### config.mk
export PLATFORM = sky130hd
export DESIGN_NAME = sb_rx_fsm
export DESIGN_NICKNAME = d
export VERILOG_FILES = /design/src/rtl/sb_rx_pkg.sv /design/src/rtl/sb_rx_pattern_det.sv /design/src/rtl/sb_rx_fsm.sv
export SDC_FILE = /design/constraint.sdc
export NUM_CORES = 1
export LEC_CHECK = 0
export CAP_MARGIN = 30
export CELL_PAD_IN_SITES_DETAIL_PLACEMENT = 1
export CELL_PAD_IN_SITES_GLOBAL_PLACEMENT = 1
export CORE_MARGIN = 3
export CORE_UTILIZATION = 36
export DETAILED_ROUTE_END_ITERATION = 16
export PLACE_DENSITY_LB_ADDON = 0.1
export SLEW_MARGIN = 10
export SYNTH_ARGS = -nofsm -noshare
export SYNTH_HDL_FRONTEND = slang
export SYNTH_SLANG_ARGS = --single-unit
### constraint.sdc
create_clock -name i_clk -period 3.17 [get_ports i_clk]
set_clock_uncertainty 0.05 [all_clocks]
set_input_delay 0.634 -clock i_clk [delete_from_list [all_inputs] [get_ports i_clk]]
set_output_delay 0.634 -clock i_clk [all_outputs]
set_load 0.03 [all_outputs]
### src/rtl/sb_rx_pkg.sv
// Shared types, constants and helpers for the sideband receive control path.
package sb_rx_pkg;

  typedef enum logic [1:0] {
    IDLE,
    PATTERN,
    DATA,
    DELIVER
  } state_t;

  localparam logic [63:0] SB_PATTERN_WORD = 64'hAAAA_AAAA_AAAA_AAAA;

  localparam logic [4:0] OPC_MSG_DATA_A = 5'b11011;
  localparam logic [4:0] OPC_MSG_DATA_B = 5'b11001;

  localparam int unsigned OPC_LSB = 0;
  localparam int unsigned OPC_MSB = 4;
  localparam int unsigned CP_BIT  = 62;
  localparam int unsigned DP_BIT  = 63;

  function automatic logic has_data(input logic [4:0] opcode);
    return (opcode == OPC_MSG_DATA_A) || (opcode == OPC_MSG_DATA_B);
  endfunction

  // DP covers the data word; a no-data message passes an all-zero word so DP must be 0.
  function automatic logic msg_parity_ok(input logic [63:0] hdr, input logic [63:0] data);
    return (hdr[CP_BIT] == ^hdr[CP_BIT-1:0]) && (hdr[DP_BIT] == ^data);
  endfunction

endpackage

### src/rtl/sb_rx_pattern_det.sv
// Counts consecutive SB initialisation pattern words and emits a one-cycle detect pulse.
module sb_rx_pattern_det
  import sb_rx_pkg::*;
#(
  parameter int unsigned PATTERN_WORDS = 2
) (
  input  logic        clk,
  input  logic        rst_n,
  input  logic        active,
  input  logic        valid,
  input  logic [63:0] data,
  output logic        hit,
  output logic        detected
);

  localparam int unsigned CNT_W = $clog2(PATTERN_WORDS + 1);

  logic [CNT_W-1:0] match_cnt;
  logic             is_pattern;

  assign is_pattern = (data == SB_PATTERN_WORD);
  assign hit        = active && valid && is_pattern &&
                      (match_cnt == CNT_W'(PATTERN_WORDS - 1));

  always_ff @(posedge clk or negedge rst_n) begin
    if (!rst_n) begin
      match_cnt <= '0;
      detected  <= 1'b0;
    end else begin
      detected <= hit;
      if (!active || hit || (valid && !is_pattern)) begin
        match_cnt <= '0;
      end else if (valid) begin
        match_cnt <= match_cnt + 1'b1;
      end
    end
  end

endmodule

### src/rtl/sb_rx_fsm.sv
// Sideband RX control FSM: pattern search, header/data capture, delivery handshake.
// Build option: SB_RX_PARITY_CHK_EN enables CP/DP checking and o_parity_err.
module sb_rx_fsm
  import sb_rx_pkg::*;
#(
  parameter int unsigned PATTERN_WORDS  = 2,
  parameter int unsigned TIMEOUT_CYCLES = 255,
  parameter int unsigned TO_W           = 8
) (
  input  logic        i_clk,
  input  logic        i_rst_n,
  input  logic        i_deser_valid,
  input  logic [63:0] i_deser_data,
  input  logic        i_pattern_detect_en,
  input  logic        i_msg_ready,
  output logic        o_pattern_detected,
  output logic        o_header_decoder_enable,
  output logic        o_data_decoder_enable,
  output logic        o_msg_valid,
  output logic [63:0] o_msg_header,
  output logic [63:0] o_msg_data,
  output logic        o_msg_has_data,
  output logic        o_rx_sb_rsp_delivered,
  output logic        o_parity_err,
  output logic        o_frame_err,
  output logic        o_overflow,
  output logic        o_busy
);

  state_t state, state_d;

  logic [63:0]     hdr_q, hdr_d;
  logic [63:0]     data_q, data_d;
  logic            has_q, has_d;
  logic [TO_W-1:0] to_cnt, to_d;

  logic hdr_en_q, hdr_en_d;
  logic data_en_q, data_en_d;
  logic dlv_q, dlv_d;
  logic perr_q, perr_d;
  logic ferr_q, ferr_d;
  logic ovf_q, ovf_d;

  logic pat_active, pat_hit, pat_pulse;
  logic hdr_par_ok, data_par_ok;

`ifdef SB_RX_PARITY_CHK_EN
  assign hdr_par_ok  = msg_parity_ok(i_deser_data, 64'd0);
  assign data_par_ok = msg_parity_ok(hdr_q, i_deser_data);
`else
  assign hdr_par_ok  = 1'b1;
  assign data_par_ok = 1'b1;
`endif

  assign pat_active = (state == PATTERN) && i_pattern_detect_en;

  sb_rx_pattern_det #(
    .PATTERN_WORDS (PATTERN_WORDS)
  ) u_pattern_det (
    .clk      (i_clk),
    .rst_n    (i_rst_n),
    .active   (pat_active),
    .valid    (i_deser_valid),
    .data     (i_deser_data),
    .hit      (pat_hit),
    .detected (pat_pulse)
  );

  always_ff @(posedge i_clk or negedge i_rst_n) begin
    if (!i_rst_n) begin
      state     <= IDLE;
      hdr_q     <= '0;
      data_q    <= '0;
      has_q     <= 1'b0;
      to_cnt    <= '0;
      hdr_en_q  <= 1'b0;
      data_en_q <= 1'b0;
      dlv_q     <= 1'b0;
      perr_q    <= 1'b0;
      ferr_q    <= 1'b0;
      ovf_q     <= 1'b0;
    end else begin
      state     <= state_d;
      hdr_q     <= hdr_d;
      data_q    <= data_d;
      has_q     <= has_d;
      to_cnt    <= to_d;
      hdr_en_q  <= hdr_en_d;
      data_en_q <= data_en_d;
      dlv_q     <= dlv_d;
      perr_q    <= perr_d;
      ferr_q    <= ferr_d;
      ovf_q     <= ovf_d;
    end
  end

  always_comb begin
    state_d   = state;
    hdr_d     = hdr_q;
    data_d    = data_q;
    has_d     = has_q;
    to_d      = to_cnt;
    hdr_en_d  = 1'b0;
    data_en_d = 1'b0;
    dlv_d     = 1'b0;
    perr_d    = 1'b0;
    ferr_d    = 1'b0;
    ovf_d     = ovf_q;

    case (state)
      IDLE: begin
        if (i_pattern_detect_en) begin
          state_d = PATTERN;
        end else if (i_deser_valid) begin
          hdr_d    = i_deser_data;
          data_d   = '0;
          has_d    = has_data(i_deser_data[OPC_MSB:OPC_LSB]);
          hdr_en_d = 1'b1;
          to_d     = '0;
          if (has_d) begin
            state_d = DATA;
          end else if (hdr_par_ok) begin
            state_d = DELIVER;
          end else begin
            perr_d = 1'b1;
          end
        end
      end

      PATTERN: begin
        if (!i_pattern_detect_en || pat_hit) begin
          state_d = IDLE;
        end
      end

      DATA: begin
        if (i_deser_valid) begin
          data_d    = i_deser_data;
          data_en_d = 1'b1;
          if (data_par_ok) begin
            state_d = DELIVER;
          end else begin
            perr_d  = 1'b1;
            state_d = IDLE;
          end
        end else if (to_cnt == TO_W'(TIMEOUT_CYCLES - 1)) begin
          ferr_d  = 1'b1;
          state_d = IDLE;
        end else begin
          to_d = to_cnt + 1'b1;
        end
      end

      DELIVER: begin
        // o_msg_valid is high for the whole state, so ready alone completes the handshake.
        if (i_deser_valid) begin
          ovf_d = 1'b1;
        end
        if (i_msg_ready) begin
          dlv_d   = 1'b1;
          state_d = IDLE;
        end
      end

      default: state_d = IDLE;
    endcase
  end

  assign o_pattern_detected      = pat_pulse;
  assign o_header_decoder_enable = hdr_en_q;
  assign o_data_decoder_enable   = data_en_q;
  assign o_msg_valid             = (state == DELIVER);
  assign o_msg_header            = hdr_q;
  assign o_msg_data              = data_q;
  assign o_msg_has_data          = has_q;
  assign o_rx_sb_rsp_delivered   = dlv_q;
  assign o_parity_err            = perr_q;
  assign o_frame_err             = ferr_q;
  assign o_overflow              = ovf_q;
  assign o_busy                  = (state != IDLE);

endmodule

==> Word-level counts from Yosys, hierarchy flattened <==
Cells that the tools add are included.
{ "word_totals": {"register_bits": 147, "input_bits": 69, "out_inout_bits": 138, "elab_cells": 81} }
{ "classes": {"addsub": 2, "n_eq_ne": 17, "muxes": 28, "bitwise_logic": 1, "reduce_logical": 21} }
{ "op_table": {"columns": ["cell", "n"], "rows": [
  ["64-bit 2-to-1 mux", 3],
  ["64-bit case mux with 2 select lines", 1],
  ["64-bit == test, second input constant", 1],
  ["8-bit 2-to-1 mux", 4],
  ["2-bit 2-to-1 mux", 8],
  ["8-bit case mux with 2 select lines", 1],
  ["2-bit != test, second input constant", 6],
  ["5-bit == test, second input constant", 2],
  ["1-bit 2-to-1 mux", 10],
  ["8-bit by 1-bit adder with 8-bit output, second input constant", 1],
  ["8-bit == test, second input constant", 1],
  ["2-bit case mux with 4 select lines", 1],
  ["4-bit AND reduction", 2],
  ["3-bit != test, second input constant", 2],
  ["2-bit nonzero test", 3],
  ["1-bit logical AND", 5],
  ["5-bit AND reduction", 1],
  ["2-bit by 1-bit == test with 1-bit output, second input constant", 2],
  ["2-bit == test, second input constant", 2],
  ["1-bit logical OR", 4],
  ["1-bit logical NOT", 3],
  ["3-bit AND reduction", 1],
  ["2-bit by 1-bit adder with 2-bit output, second input constant", 1],
  ["2-bit logical NOT", 1],
  ["3 further kinds", 3]
]} }

==> Logic depth before layout (Yosys ltp) <==
Gate-level depths: netlist of the first run.
{ "logic_depth": {"word_depth": 8, "ltp_mapped": 8, "ltp_nobuf": 7} }

==> Cells and area by module <==
Synthesis of the first run repeated with hierarchy kept, for this count alone.
{ "hier_totals": {"hier_cells": 534, "area_unflattened_um2": 5783.0} }
{ "by_module_without_submodules": {"columns": ["module", "n_inst", "cells_per_inst", "area_per_inst_um2", "seq_area_each_um2"], "rows": [
  ["sb_rx_fsm", 1, 499, 5457.7, 3603.5],
  ["sb_rx_pattern_det", 1, 35, 325.3, 75.1]
]} }

==> Worst setup path after synthesis of the first run <==
OpenSTA, ideal clock, no wires.
{ "synth_path": {"path_kind": "input-to-reg", "startpoint": "input i_deser_data[0]", "endpoint": "register state[0]", "setup_ns": 0.124, "arrival_ns": 1.820, "t_required_ns": 2.996, "slack_ns": 1.177, "stages": 5, "path_buffers": 0, "cell_sequence": "nor4b_2 nand4_1 nor4_4 a31oi_1 o31a_1"} }
{ "synth_via": {"elab_chain_len": 6, "elab_cells_between_ends": 13, "classes_between": "eq/ne: 4; mux: 4; reduce/logical: 5"} }
{ "synth_lines": {"columns": ["element", "line", "source"], "rows": [
  ["from (decl)", "sb_rx_fsm.sv:13", "input logic [63:0] i_deser_data,"],
  ["64-bit == test or 5-bit == test (tied branches)", "sb_rx_pattern_det.sv:21, sb_rx_pkg.sv:22", null],
  ["1-bit logical AND or 1-bit logical OR (tied branches)", "sb_rx_pattern_det.sv:22, sb_rx_pkg.sv:22", null],
  ["1-bit logical AND or 1-bit 2-to-1 mux (tied branches)", "sb_rx_pattern_det.sv:22, sb_rx_fsm.sv:120", null],
  ["1-bit logical OR or 2-bit 2-to-1 mux (tied branches)", "sb_rx_fsm.sv:131, sb_rx_fsm.sv:114", null],
  ["2-bit by 1-bit != test with 1-bit output (no line) or 2-bit 2-to-1 mux (tied branches)", null, null],
  ["4-bit AND reduction (no line) or 2-bit case mux with 4 select lines (tied branches)", null, null],
  ["to (signal assigned)", "sb_rx_fsm.sv:83", "state <= state_d;"],
  ["to (decl)", "sb_rx_fsm.sv:30", "state_t state, state_d;"]
]} }
Parallel ways exist; a longest one is shown, timed or not. The select of a mux whose other input is x is not followed.
A chain may end at the register's enable or synchronous reset.

==> Worst setup path after layout of the first run <==
{ "layout_path": {"startpoint": "input i_deser_data[23]", "endpoint": "register state[0]"} }
{ "layout_via": {"elab_chain_len": 6} }
{ "layout_lines": {"columns": ["element", "line", "source"], "rows": [
  ["64-bit == test", "sb_rx_pattern_det.sv:21", "assign is_pattern = (data == SB_PATTERN_WORD);"],
  ["1-bit logical AND (2 in a row)", "sb_rx_pattern_det.sv:22", "assign hit = active && valid && is_pattern &&"],
  ["1-bit logical OR", "sb_rx_fsm.sv:131", "if (!i_pattern_detect_en || pat_hit) begin"],
  ["2-bit by 1-bit != test with 1-bit output (no line)", null, null],
  ["4-bit AND reduction (no line)", null, null]
]} }
No other way between the ends.

==> metrics.yaml, run 1 <==
worst_pin_slew_ps: 777.5
ys_types: 42
worstSetupPathType: "input port to flop"
drcViolationCount: 0
holdBufCountCts: 0
ys_seq_area_frac: 0.6082
boundaryPins: 207
row_count: 46
synth_top_area_share: 0.6082
nFillCells: 1806
cts_resized: 0
htreeDepth: 4
cts_buffers: 17
final_hold_viol_count: 0
synth-async-reset-ratio: 1.000
arrival_ps: 2910
post-cts-setup-buffers: 0
post-dp-hpwl_mm: 14.56
grt_max_degree: 70
clk_latency_ps: 430
clkTransAtPathRegs_ps: 60
synth.top_cells.by_area: "dfrtp_1 (61%), nand2_1 (20%), o21ai_0 (5.6%)"
required_ps: 3430
io_buffers: 205
fin_area_um2: 8994
min_path_type: "input port to async pin"
irDropWorstVdd_v: 0.0006186
netlist_area_um2: 6048
grt_pass1_wl_mm: 32.82
gr-total-overflow: 0
setup_tns_ps: 0
dp.cells: 1064
avgSynthCellArea_um2: 9.068
dieWidth_um: 135.6
vias_per_cell: 4.984
drv_cap: 0
maxSlewHeadroom: 0.4817
p_per_area_nw_per_um2: 1113
routabilityCongestion: 0.8160
layout-drive-gt1-share: 0.06477
first_global_vias: 5958
setup_viol: 0
core_area_um2: 16170
rsz0062_at_grt: "no"
gr-usage-all-layers: 0.2295
start_kind: "input port"
syn_nets: 739
first_pass_iters: 4
ant_nets: 0
final_common_cell: "nand2_1"
clock_path_buffers: 2
cts_tree: "yes"
drtIter0Drc: 209
num_vias: 5463
dpl_cell_area_um2: 8346
max_freq_ghz: 0.3780
final_max_slew_viol_count: 0
initial_core_util: 0.3740
synth_edf_count: 0
cts_root_buf: "clkbuf_16"
status: "finished, final reports clean"
antenna_found_initial: 1
nets: 939
finalWirelength_mm: 20.64
stdcell_count: 1096
fin_crit_sh: 0.8345
ys_warn_count: 0
layout_common_cells: "nand2_1 (327), clkdlybuf4s50_1 (204), dfrtp_1 (147), o21ai_0 (68), clkbuf_16 (17)"
path_max_fanout: 4
synthFlopType: "dfrtp_1"
syn-instance-count: 667
power_uw: 10010
period_minus_slack_ps: 2645
p_leak_uw: 0.004033
synth_area_leader_cell: "dfrtp_1"
wl_per_cell_um: 18.83
die-area_um2: 18390
seq_area_um2: 3679
fp.dieH_um: 135.6
num_antenna_cells: 0
multi_input_area_um2: 2196
yosys_register_bits: 147
setup.worst_path.end_class: "flop"
clock-sinks: 147
area_growth_pct: 48.70
sequential cells by signal, indices dropped and copies added (netlist names):
| name | count |
|---|---|
| u_pattern_det.match_cnt | 2 |
| o_msg_header | 64 |
| o_frame_err | 1 |
| o_overflow | 1 |
| o_rx_sb_rsp_delivered | 1 |
| state | 2 |
| o_msg_has_data | 1 |
| o_header_decoder_enable | 1 |
| u_pattern_det.detected | 1 |
| o_data_decoder_enable | 1 |
| to_cnt | 8 |
| o_msg_data | 64 |
cell usage after synthesis (5+ instances only):
master    count
inv_1         5
xnor2_1       5
clkbuf_1     27
buf_2         9
nand2_1     328
nor4bb_1      8
nand3_1       8
nor2_1       12
dfrtp_1     147
nand3b_1      5
o21ai_0      68
stage by stage:
| stage | utilization | hold WS [ps] | setup slack (ps) |
|---|---|---|---|
| detailed placement | 0.5160 | 405.9 | 142.5 |
| global route | 0.5561 | 172.2 | 516.2 |
| finish | 0.5561 | 131.6 | 524.7 |
| floorplan | - | 288.4 | 1177 |
| CTS | 0.5561 | 158.6 | 589.4 |
| global placement | 0.5160 | 389.1 | 188.6 |
power by group:
group | total (uW) | switching, uW | internal, uW | leakage, uW
Combinational | 4600 | 2830 | 1780 | 0.00181
Sequential | 3180 | 490 | 2690 | 0.00192
Clock | 2220 | 811 | 1410 | 0.000308
cell type report:
| class | count | share of cell area |
|---|---|---|
| Multi-Input combinational cell | 477 | 0.2442 |
| Inverter | 6 | 0.002782 |
| Clock buffer | 18 | 0.04883 |
| Timing Repair Buffer | 218 | 0.2419 |
| Tap cell | 216 | 0.03005 |
| Clock inverter | 14 | 0.02323 |
| Sequential cell | 147 | 0.4090 |
cells by family (layout without fill, tap and decap cells):
logic type               count (synthesis)  in the layout  share of synthesized area
AO/OA/AOI/OAI                           80             80                    0.07344
XOR/XNOR                                 5              5                   0.007240
adder cells (fa/ha/maj)                  3              3                   0.006207
buffers and inverters                   43            256                    0.02917
flip-flops                             147            147                     0.6082
other                                    1              1                  0.0006200
AND/OR/NAND/NOR                        388            388                     0.2751
final timing paths:
path                                   from             end  slack (ps)  cells after the start
max reg2reg                        state[0]  o_msg_data[25]        1150                      6
max                        i_deser_data[23]        state[0]         520                      6
min in group i_clk               o_overflow      o_overflow         420                      1
min reg2reg                      o_overflow      o_overflow         420                      1
max in group asynchronous           i_rst_n  o_msg_data[45]        2080                      2
min                                 i_rst_n       to_cnt[4]         130                      1
critical path, cell delays in order:
cell	delay [ps]
clkdlybuf4s50_1	510
nor4bb_1	660
nand4_1	250
nor4_4	340
a31oi_1	180
o31a_1	320
routing by layer:
metal	wire (um)	vias to the layer above	global-route usage
li1	-	2537	-
met4	448	2	0.07167
met3	1554	32	0.08247
met2	9820	163	0.3626
met5	9	-	0
met1	8803	2729	0.2964
(Power assumes the default switching activity.)
==> run 2, diff against run 1 <==
- CORE_UTILIZATION: 36 -> 30
- clock period: 3.17 -> 2.3 ns (I/O delays scaled with it)
==> run 2 against run 1 <==
Routed wire length up 6.3%. Sequential share of layout area is 2.4 points lower. First-iteration DRC count is 1.9% lower. Total power is 37% higher. Core utilization decreased by 7.0 points. Cell count rose by 10%. Global-route usage shrank 2.5 points. Non-clock buffer count grew 63. Die area increased by 19%. Critical path depth unchanged. Count of clock-buffer cells in the layout rose by 3. Sequential power increased by 38%. Largest cell class unchanged.
==> metrics.yaml, run 2 (synthesized netlist as in run 1, its figures left out) <==
drt-met1-wl_mm: 9.760  # +11%
final_common_cell: "nand2_1"
grt_max_degree: 57  # -19%
period_minus_slack_ps: 2132
nets: 1002  # +6.7%
final_hold_viol_count: 0  # unchanged
first_pass_iters: 4  # unchanged
ff2ff_path_depth: 6  # unchanged
wl_met3_mm: 1.529  # -1.6%
io_buffers: 205  # unchanged
cts_root_buf: "clkbuf_16"
min_path_type: "flop to flop"
maxSlewHeadroom: 0.6138  # +0.1321
die-area_um2: 21900  # +19%
path_max_fanout: 3  # -1
stdcell_count: 1208  # +10%
clkTransAtPathRegs_ps: 60  # about the same
cp_slowest_cell: "clkdlybuf4s50_1"
r2r_setup_slack_ps: 380  # -770 ps
p_per_area_nw_per_um2: 1434  # +29%
worstHoldEndpoint: "o_overflow"
dp.cells: 1175  # +10%
finalWirelength_mm: 21.94  # +6.3%
cp_cell_sequence: "clkdlybuf4s50_1 > nor4bb_1 > nand3_1 > nor4_4 > a31oi_1 > o31a_1"
clock-sinks: 147  # unchanged
required_ps: 2540  # -890 ps
r2r_start: "to_cnt[0]"
wl_per_cell_um: 18.16  # -3.6%
arrival_ps: 2370  # -540 ps
clk_latency_ps: 410  # -20 ps
core_area_um2: 19650  # +22%
power_uw: 13710  # +37%
min_path_cells: 1
seq_area_um2: 3679  # unchanged
gr-usage-all-layers: 0.2048  # -0.02464
setup_tns_ps: 0  # unchanged
irDropWorstVdd_v: 0.0005902  # -4.6%
post-route-util: 0.4862  # -0.06990
fp.dieH_um: 148.0  # +9.1%
fin_area_um2: 9555  # +6.2%
crit_path_max_incr_delay_ps: 510  # -150 ps
final_max_slew_viol_count: 0  # unchanged
post-cts-setup-buffers: 0  # unchanged
maxUsedRoutingLayer: "met5"
gr-total-overflow: 0  # unchanged
hold_start: "o_overflow"
rsz0062_at_grt: "no"
dpl_cell_area_um2: 8960  # +7.4%
crit_buf_inv: 1  # unchanged
initial_core_util: 0.3077  # -0.06623
status: "finished, final reports clean"
cts_buffers: 17  # unchanged
drtIter0Drc: 205  # -1.9%
boundaryPins: 207  # unchanged
num_antenna_cells: 0  # unchanged
cts_tree: "yes"
num_vias: 5648  # +3.4%
row_count: 51  # +11%
fin_crit_sh: 0.9269
drv_cap: 0  # unchanged
setup.worst_path.end_class: "flop"
drcViolationCount: 0  # unchanged
clock_path_buffers: 2  # unchanged
nFillCells: 2300  # +27%
max_freq_ghz: 0.4691
worstSetupPathType: "input port to flop"
routabilityCongestion: 0.8238  # +0.96%
layout-drive-gt1-share: 0.1241  # +0.05930
cpLargestDelayFamily: "simple AND/OR/NAND/NOR gates"
htreeDepth: 4  # unchanged
setup_viol: 0  # unchanged
start_kind: "input port"
area_growth_pct: 57.99
ant_nets: 0  # unchanged
multi_input_area_um2: 2196  # unchanged
post-dp-hpwl_mm: 15.97  # +9.7%
p_leak_uw: 0.004338  # +7.6%
worst_pin_slew_ps: 579.3  # -198.2 ps
grt_pass1_wl_mm: 35.20  # +7.3%
layout_common_cells: "nand2_1 (327), clkdlybuf4s50_1 (202), dfrtp_1 (147), o21ai_0 (68), buf_4 (66)"
vias_per_cell: 4.675  # -6.2%
r2r-end: "state[0]"
dieWidth_um: 148.0  # +9.1%
antenna_found_initial: 1  # unchanged
first_global_vias: 6160  # +3.4%
met2WireLength_mm: 10.42  # +6.1%
==> run 2: worst max-delay path by stage <==
stage / slack (ps) / from / cells past startpoint / endpoint
floorplan: 480 / i_deser_data[0] / 5 / state[0]
global placement: -200 / i_deser_data[35] / 7 / state[0]
detailed placement: -290 / i_deser_data[35] / 7 / state[0]
CTS: 150 / i_deser_data[35] / 7 / state[0]
global route: 50 / i_deser_data[0] / 7 / state[0]
finish: 170 / i_deser_data[43] / 6 / state[0]
==> run 2: what timing repair did <==
item | in CTS | in global routing
hold buffers | 1 | 0
resized for setup | 2 | 0
setup endpoints to repair | 2 | 0
hold endpoints to repair | 51 | 0
==> run 2: through the flow <==
stage / worst slack, ps / hold WS, ps
floorplan: 480.6 / 114.4
global placement: -201.5 / 387.3
detailed placement: -287.2 / 393.4
CTS: 152.6 / 407.0
global route: 48.72 / 435.7
finish: 168.1 / 401.3
==> run 2: final cells by class <==
| class | count | area share |
|---|---|---|
| timing repair buffer | 281 | 0.2864 |
| clock inverter | 11 | 0.01336 |
| inverter | 6 | 0.002619 |
| clock buffer | 21 | 0.04819 |
| tap | 265 | 0.03470 |
| sequential | 147 | 0.3850 |
| multi-input combinational | 477 | 0.2298 |
==> run 2: report_power, final <==
group          internal [uW]  switching (uW)
logic                   2560            3960
clock network           1660            1140
registers               3710             681
total                   7930            5770
==> run 2: per-layer routing <==
layer  vias up  track usage
met5         -            0
li1       2665            -
met3        20      0.06959
met2       145       0.3311
met1      2816       0.2691
met4         2      0.04388
==> run 3, diff against run 2 <==
- CORE_UTILIZATION: 30 -> 31
- SYNTH_HIERARCHICAL: not set -> 1
==> run 3 against run 2 <==
Combinational power is 38% lower. Register-to-register slack worse by 200 ps. Cell count is 13% lower. Largest cell class unchanged.
==> metrics.yaml, run 3 <==
dp.cells: 1017  # -13%
worstSetupPathType: "input port to flop"
ys_top_cells_by_count: "nand2_1 (204), dfrtp_1 (147), a22o_1 (64)"
setup.worst_path.end_class: "flop"
row_count: 49  # -3.9%
fin_crit_sh: 0.9870  # +0.06011
syn-instance-count: 534  # -20%
min_path_cells: 1  # unchanged
boundaryPins: 207  # unchanged
ys_seq_area_frac: 0.6361  # +0.02790
htreeDepth: 4  # unchanged
yosys_register_bits: 147  # unchanged
routabilityCongestion: 0.7839  # -4.8%
final_common_cell: "nand2_1"
p_leak_uw: 0.004505  # +3.9%
setup_tns_ps: 0  # unchanged
fp.dieH_um: 142.6  # -3.7%
cts_tree: "yes"
start_kind: "input port"
r2r_start: "state[1]"
gr-usage-all-layers: 0.2093  # +0.004412
clock-sinks: 147  # unchanged
r2r-end: "u_pattern_det/match_cnt[0]"
max_freq_ghz: 0.4405  # -6.1%
post-dp-hpwl_mm: 14.52  # -9.1%
stdcell_count: 1048  # -13%
synth_area_leader_cell: "dfrtp_1"
clock_path_buffers: 2  # unchanged
cts_root_buf: "clkbuf_16"
clkTransAtPathRegs_ps: 60  # about the same
vias_per_cell: 4.935  # +5.6%
num_antenna_cells: 0  # unchanged
ys_warn_count: 6  # +6
gr-total-overflow: 0  # unchanged
maxSlewHeadroom: 0.5953  # -0.01845
arrival_ps: 2500  # +130 ps
final_max_slew_viol_count: 0  # unchanged
clk_latency_ps: 410  # about the same
status: "finished, final reports clean"
antenna_found_initial: 0  # -1
path_max_fanout: 2  # -1
drtIter0Drc: 162  # -21%
ys_types: 42  # unchanged
io_buffers: 205  # unchanged
synth.top_cells.by_area: "dfrtp_1 (64%), nand2_1 (13%), a22o_1 (9.7%)"
crit_start: "i_deser_data[16]"
synth.most_common_cell: "nand2_1"
cts_buffers: 17  # unchanged
required_ps: 2530  # about the same
first_global_vias: 5902  # -4.2%
initial_core_util: 0.3187  # +0.01093
synthFlopType: "dfrtp_1"
core_area_um2: 18150  # -7.7%
syn_nets: 606  # -18%
worst_pin_slew_ps: 607.0  # +27.68 ps
finalWirelength_mm: 20.77  # -5.3%
layout-drive-gt1-share: 0.1575  # +0.03344
num_vias: 5172  # -8.4%
drv_cap: 0  # unchanged
ant_nets: 0  # unchanged
first_pass_iters: 4  # unchanged
drcViolationCount: 0  # unchanged
period_minus_slack_ps: 2270  # +138.3 ps
critPathCapture: "state[0]"
preCtsSetupSlack_ps: -837.7  # -550.5 ps
irDropWorstVdd_v: 0.0005325  # -9.8%
area_growth_pct: 61.55
nets: 881  # -12%
min_path_type: "flop to flop"
die-area_um2: 20330  # -7.2%
grt_pass1_wl_mm: 32.89  # -6.6%
rsz0062_at_grt: "yes"
grt_max_degree: 60  # +5.3%
synth_top_area_share: 0.6361  # +0.02790
fin_ws_ps: 29.89  # -138.3 ps
synth-async-reset-ratio: 1.000  # unchanged
layout_common_cells: "nand2_1 (204), clkdlybuf4s50_1 (194), dfrtp_1 (147), buf_4 (73), a22o_1 (64)"
final_hold_viol_count: 0  # unchanged
wl_per_cell_um: 19.82  # +9.1%
ff2ff_path_depth: 7  # +1
r2r_setup_slack_ps: 180  # -200 ps
setup_viol: 0  # unchanged
netlist_area_um2: 5783  # -4.4%
dieWidth_um: 142.6  # -3.7%
synth_edf_count: 0  # unchanged
avgSynthCellArea_um2: 10.83  # +19%
p_per_area_nw_per_um2: 1117  # -22%
run 3: layer usage:
metal / vias to the layer above / GRT usage / wire (um)
met3: 20 / 0.06821 / 1378
met4: 0 / 0.06153 / 289
met2: 154 / 0.3457 / 10110
met5: - / 0 / 0
li1: 2375 / - / -
met1: 2623 / 0.2631 / 8988
run 3: worst max-delay path: stages:
cell and delay, ps:
clkdlybuf4s50_1 420, or4b_1 600, or4_4 580, nor3_4 190, nand2_1 70, nand3_1 80
o221ai_1 100
run 3: worst min-delay path by stage:
stage | slack (ps) | start | end
floorplan | 110 | i_rst_n | o_data_decoder_enable
global placement | 390 | o_overflow | o_overflow
detailed placement | 410 | o_overflow | o_overflow
CTS | 420 | o_overflow | o_overflow
global route | 440 | o_msg_header[49] | o_msg_header[49]
finish | 420 | o_overflow | o_overflow
run 3: cells by family (layout without fill, tap and decap cells):
group,Yosys count,in the layout,synth area share
muxes,1,1,0.001731
adders and majority gates,3,3,0.006491
DFF,147,147,0.6361
xor gates and xnor gates,1,1,0.001515
other,1,1,0.0006484
buffers and inverters,40,325,0.03721
AOI/OAI and AO/OA,84,84,0.1214
and+or+nand+nor,257,257,0.1949
run 3: where the power goes:
group	total (uW)	internal [uW]	switching [uW]
logic	4060	1710	2340
registers	3690	3270	420
clock network	2680	1660	1020
run 3: timing repair:
action,4_1_cts,5_1_grt
resized for setup,18,8
endpoints found under the setup margin,4,5
pin swaps,5,4
hold endpoints to repair,3,0
buffers inserted,1,0
hold buffers,1,0
run 3: metrics by stage:
step,total power (uW),hold slack (ps),instance area (um^2),util
floorplan,5727,114.4,5783,-
global placement,7721,392.8,8662,0.4773
detailed placement,7807,410.6,8662,0.4773
CTS,10560,423.9,9301,0.5125
global route,10970,439.5,9343,0.5148
finish,10430,416.5,9343,0.5148
run 3: final cells by class:
cell class,instances,area (um^2)
clock buffer,23,478.0
timing repair buffer,288,2790
clock inverter,6,80.08
sequential,147,3679
fill,1967,8805
inverter,8,30.03
tap,229,286.5
multi-input combinational,347,1999
